==> src/rtl/rf_pkg.sv <==
// Shared definitions for the scoreboarded register file: address-width helper,
// the hardwired zero-register index and the default scoreboard vector type.
package rf_pkg;

  // Address width needed to index nregs registers (at least one bit).
  function automatic int rf_aw(input int nregs);
    return (nregs > 1) ? $clog2(nregs) : 1;
  endfunction

  // Register index that always reads as zero and never becomes busy.
  localparam int ZERO_REG = 0;

  // Default register count and its matching scoreboard vector.
  localparam int DEF_NREGS = 32;
  typedef logic [DEF_NREGS-1:0] sb_vec_t;

endpackage

==> src/rtl/rf_scoreboard.sv <==
// Per-register busy scoreboard: issue marks a destination pending, writeback
// clears it, flush cancels everything. Also answers per-port busy lookups.
module rf_scoreboard
  import rf_pkg::*;
#(
  parameter int NREGS  = 32,
  parameter int NREAD  = 2,
  parameter int BYPASS = 1,
  localparam int AW    = rf_aw(NREGS)
) (
  input  logic                clk,
  input  logic                rst_n,
  input  logic [NREAD*AW-1:0] rd_addr,
  output logic [NREAD-1:0]    rd_busy,
  input  logic                we,
  input  logic [AW-1:0]       wa,
  input  logic                iss_valid,
  input  logic [AW-1:0]       iss_rd,
  input  logic                flush,
  output logic                iss_ready,
  output logic                busy_any
);

  localparam bit BYP = (BYPASS != 0);

  typedef logic [NREGS-1:0] busy_vec_t;

  busy_vec_t busy_q;
  busy_vec_t busy_d;

  // A pending WAW stalls issue unless the older producer retires this cycle.
  always_comb begin
    iss_ready = ~busy_q[iss_rd] | (we & (wa == iss_rd));
  end

  // Next busy state: flush beats everything, then an accepted issue beats a
  // same-register writeback clear so the new producer stays tracked.
  always_comb begin
    busy_d = busy_q;
    if (flush) begin
      busy_d = '0;
    end else begin
      if (we) begin
        busy_d[wa] = 1'b0;
      end
      if (iss_valid && iss_ready && (iss_rd != AW'(ZERO_REG))) begin
        busy_d[iss_rd] = 1'b1;
      end
    end
    busy_d[ZERO_REG] = 1'b0;
  end

  // Busy vector register; async reset drops all pending producers.
  always_ff @(posedge clk or negedge rst_n) begin
    if (!rst_n) begin
      busy_q <= '0;
    end else begin
      busy_q <= busy_d;
    end
  end

  // Summary flag comes from registered state only.
  always_comb begin
    busy_any = |busy_q;
  end

  // Per-port busy lookup; a forwarded writeback hides the busy bit.
  for (genvar k = 0; k < NREAD; k++) begin : g_rd_busy
    logic [AW-1:0] addr;
    logic          hit;
    assign addr       = rd_addr[k*AW +: AW];
    assign hit        = BYP & we & (wa == addr);
    assign rd_busy[k] = busy_q[addr] & ~hit;
  end

endmodule

==> src/rtl/scoreboard_reg_file.sv <==
// Register file with configurable width/depth/read ports, hardwired zero
// register, optional write-to-read bypass and a busy scoreboard for decode.
module scoreboard_reg_file
  import rf_pkg::*;
#(
  parameter int XLEN   = 32,
  parameter int NREGS  = 32,
  parameter int NREAD  = 2,
  parameter int BYPASS = 1,
  localparam int AW    = rf_aw(NREGS)
) (
  input  logic                  clk,
  input  logic                  rst_n,
  input  logic [NREAD*AW-1:0]   rd_addr,
  output logic [NREAD*XLEN-1:0] rd_data,
  output logic [NREAD-1:0]      rd_busy,
  input  logic                  we,
  input  logic [AW-1:0]         wa,
  input  logic [XLEN-1:0]       wd,
  input  logic                  iss_valid,
  input  logic [AW-1:0]         iss_rd,
  output logic                  iss_ready,
  input  logic                  flush,
  output logic                  busy_any
);

  localparam bit BYP = (BYPASS != 0);

  logic [XLEN-1:0] regs_q [NREGS];
  logic [XLEN-1:0] regs_d [NREGS];

  // Writeback updates the storage array; register 0 is never written.
  always_comb begin
    regs_d = regs_q;
    if (we && (wa != AW'(ZERO_REG))) begin
      regs_d[wa] = wd;
    end
    regs_d[ZERO_REG] = '0;
  end

  // Storage array; async reset clears every register.
  always_ff @(posedge clk or negedge rst_n) begin
    if (!rst_n) begin
      for (int i = 0; i < NREGS; i++) begin
        regs_q[i] <= '0;
      end
    end else begin
      regs_q <= regs_d;
    end
  end

  // Read ports: zero register, then forwarded writeback, then stored value.
  // Forwarding is gated by rst_n so reads stay zero while in reset.
  for (genvar k = 0; k < NREAD; k++) begin : g_rd
    logic [AW-1:0]   addr;
    logic [XLEN-1:0] data;
    assign addr = rd_addr[k*AW +: AW];
    always_comb begin
      if (addr == AW'(ZERO_REG)) begin
        data = '0;
      end else if (BYP && rst_n && we && (wa == addr)) begin
        data = wd;
      end else begin
        data = regs_q[addr];
      end
    end
    assign rd_data[k*XLEN +: XLEN] = data;
  end

  rf_scoreboard #(
    .NREGS  (NREGS),
    .NREAD  (NREAD),
    .BYPASS (BYPASS)
  ) u_scoreboard (
    .clk       (clk),
    .rst_n     (rst_n),
    .rd_addr   (rd_addr),
    .rd_busy   (rd_busy),
    .we        (we),
    .wa        (wa),
    .iss_valid (iss_valid),
    .iss_rd    (iss_rd),
    .flush     (flush),
    .iss_ready (iss_ready),
    .busy_any  (busy_any)
  );

endmodule

==> config.mk <==
export PLATFORM = sky130hd
export DESIGN_NAME = scoreboard_reg_file
export DESIGN_NICKNAME = d
export VERILOG_FILES = /design/src/rtl/rf_pkg.sv /design/src/rtl/rf_scoreboard.sv /design/src/rtl/scoreboard_reg_file.sv
export SDC_FILE = /design/constraint.sdc
export NUM_CORES = 2
export LEC_CHECK = 0
export CORE_UTILIZATION = 25
export DETAILED_ROUTE_END_ITERATION = 7
export PLACE_DENSITY = 0.42
export SETUP_SLACK_MARGIN = 0.1
export SLEW_MARGIN = 10
export SYNTH_ARGS = -nofsm -noshare
export SYNTH_HDL_FRONTEND = slang
export SYNTH_SLANG_ARGS = --single-unit
export TNS_END_PERCENT = 1
==> constraint.sdc <==
create_clock -name clk -period 4.95 [get_ports clk]
set_clock_uncertainty 0.15 [all_clocks]
set_input_delay 1.485 -clock clk [delete_from_list [all_inputs] [get_ports clk]]
set_output_delay 1.485 -clock clk [all_outputs]
set_load 0.005 [all_outputs]
==> results.json <==
{
  "max_slew.worst_pin.slew_ns": 0.998,
  "cp.required_ns": 3.31,
  "timing.final.crit_share": 1.09,
  "wl_per_cell_um": 30.4,
  "path_clk_slew_ns": 0.05,
  "power.total_uw": 26300,
  "via_count": 38606,
  "die_h_um": 476,
  "syn-cell-area_sq_um": 56200,
  "synth_compound_area_frac": 0.0445,
  "power_density_nw_per_um2": 365,
  "fin_cells": 7445,
  "ys.flop_type": "dfrtp_1",
  "post-route-min-period_ns": 5.40,
  "ir_drop_v": 0.000276,
  "setup-violations-final": 67,
  "clockBufferDepth": 3,
  "gp_congestion": 0.786,
  "cts_root_buf": "clkbuf_16",
  "fin_area_sq_um": 72100,
  "ys_ff_latch": 1023,
  "worst_setup_path_start_kind": "input pin",
  "viasPerCell": 5.19,
  "ys_warn_count": 0,
  "cts_tree": "done",
  "ys_types": 51,
  "grt_pass1_wl_mm": 317,
  "status": "finished, violations left",
  "grt_max_degree": 154,
  "rsz0062_at_grt": "true",
  "drc": 0,
  "synth-simple-area-share": 0.0280,
  "hold_buffers": 0,
  "synth_largest_area_cell": "dfrtp_1",
  "start_util": 0.252,
  "first_iter_violations": 2881,
  "fillers": 21883,
  "syn_to_final_growth_pct": 28.3,
  "overflow": 0,
  "reg2reg_from": "u_scoreboard.busy_q[13]$_DFF_PN0_",
  "swShare": 0.283,
  "worstPathArrival_ns": 3.76,
  "synthCells": 3899,
  "gr-usage-all-layers": 0.196,
  "drtPass1Iterations": 5,
  "worstHoldPathType": "register to register",
  "max_freq_mhz": 185,
  "io_buffer_count": 124,
  "synth_common_cells": "dfrtp_1 (1,023), mux2_2 (727), mux2_1 (456)",
  "coreArea_sq_um": 223000,
  "synthXorXnorAreaFrac": 0.00234,
  "intPower_uw": 18900,
  "p_switching_uw": 7440,
  "min_from": "regs_q[436]$_DFFE_PN0P_",
  "critPathKind": "input pin to output pin",
  "synth.top_cells.by_area": "dfrtp_1 (46%), mux4_2 (18%), mux2_2 (15%)",
  "tns_ns": -19.55,
  "relSlewSlack": 0.335,
  "synthAdderAreaFrac": 0,
  "hpwl_mm": 142,
  "pwr-share-comb": 0.228,
  "power.leakage_uw": 0.0313,
  "synth_edf_count": 0,
  "antenna_found_initial": 7,
  "cts_made_buffers": 118,
  "clock_latency_ns": 0.79,
  "postRouteAntennaNets": 0,
  "violations": "setup timing",
  "syn_area_per_cell_sq_um": 14.4,
  "clock-sinks": 1023,
  "post-synth-top-count-cell": "dfrtp_1",
  "h-tree-depth": 3,
  "num-nets-final": 4430,
  "clkPwrFrac": 0.350,
  "drv_cap": 0,
  "num_rows": 173,
  "seqPwrFrac": 0.423,
  "drt_wl_total_mm": 226,
  "worst_slack_ns": -0.449,
  "placed_cells": 7094,
  "yosysSeqAreaShare": 0.456,
  "maxSlewViolCount": 0,
  "drive_gt1_frac": 0.509,
  "io_pins": 125,
  "async_flop_share": 1.00,
  "fp.dieW_um": 476,
  "hold_viol": 0,
  "grt_pass1_vias": 40028,
  "crit_path_start": "rd_addr[5]",
  "dieArea_sq_um": 227000,
  "dpl-instance-area_sq_um": 65300,
  "synth_top_family_by_area": "multiplexers",
  "endpoint_kind": "output pin",
  "path_max_fanout": 8,
  "syn_nets": 3956,
  "synth.area.mux_share": 0.438,
  "synth_top_area_frac": 0.456
}
[power by group through the flow]
stage	clock [uW]	combinational (uW)	sequential, uW
finish	9190	5990	11100
global route	9790	6410	11300
CTS	9440	5810	11100
detailed placement	0	5720	11200
global placement	0	5670	11200
floorplan	0	3780	10800
[timing repair]
action | CTS | global route
pin swaps | 16 | 65
buffers inserted | 5 | 114
resized for setup | 141 | 314
gates cloned | 2 | 13
endpoints found under the setup margin | 67 | 67
[routing by layer]
layer  share of wire  GRT usage  wire length (um)
met1            0.45      0.272            102000
met5        0.000097          0                22
met3           0.037     0.0226              8470
met4           0.030     0.0523              6880
met2            0.48      0.322            109000
[cells by family after synthesis]
group	Yosys count
simple gates	336
mux	1762
buf+inv	432
flops	1023
xor+xnor	15
compound gates	331
[area by class of cell]
class	count	area [sq um]	area share
clock inverters	39	517	0.00717
repair buffers	781	8570	0.119
clock buffers	176	3460	0.0480
multi-input cells	2444	30200	0.419
inverters	5	18.8	0.000260
flip-flops and latches	1023	25600	0.355
well taps	2975	3720	0.0516
diodes	2	5.00	0.0000694
[worst max-delay path, cell delays in order]
cell and delay, ns:
buf_16 0.15, buf_12 0.15, xnor2_2 0.11, nand4_1 0.27, buf_4 0.23, or3_4 0.51, buf_12 0.20, buf_6 0.13
a32oi_4 0.27, nand2_2 0.09, buf_6 0.13
[metrics by stage]
| step | hold slack, ns | utilization | setup slack (ns) |
|---|---|---|---|
| after global placement | 0.332 | 0.293 | -1.33 |
| after floorplan | 0.320 | - | 0.0425 |
| after detailed placement | 0.340 | 0.293 | -1.25 |
| final | 0.354 | 0.324 | -0.449 |
| after CTS | 0.354 | 0.313 | -0.716 |
| after global routing | 0.373 | 0.324 | -0.459 |
[worst paths after layout]
path                       slack (ns)  cells past startpoint                                 to
setup / recovery                -0.45                     11                        rd_data[34]
hold / removal                   0.35                      1            regs_q[436]$_DFFE_PN0P_
setup reg to reg                 2.37                      6  u_scoreboard.busy_q[22]$_DFF_PN0_
hold reg to reg                  0.35                      1            regs_q[436]$_DFFE_PN0P_
max in group asynchronous        1.10                      5            regs_q[823]$_DFFE_PN0P_
min in group asynchronous        0.66                      2             regs_q[98]$_DFFE_PN0P_
[flip-flops by register name, summed over array words and instances, names as in the netlist]
| signal | cells |
|---|---|
| u_scoreboard.busy_q | 31 |
| regs_q | 992 |
[cells in the final DEF, fill, tap and decap left out, drive strengths merged, types with 48 or more instances in the layout]
cell and instances:
mux2i 140, o22ai 63, nand2 126, dfrtp 1023, clkdlybuf4s50 48, clkbuf 209, buf 662, o31ai 52
mux4 439, mux2 1183, nor2 87
(Power assumes the default switching activity.)
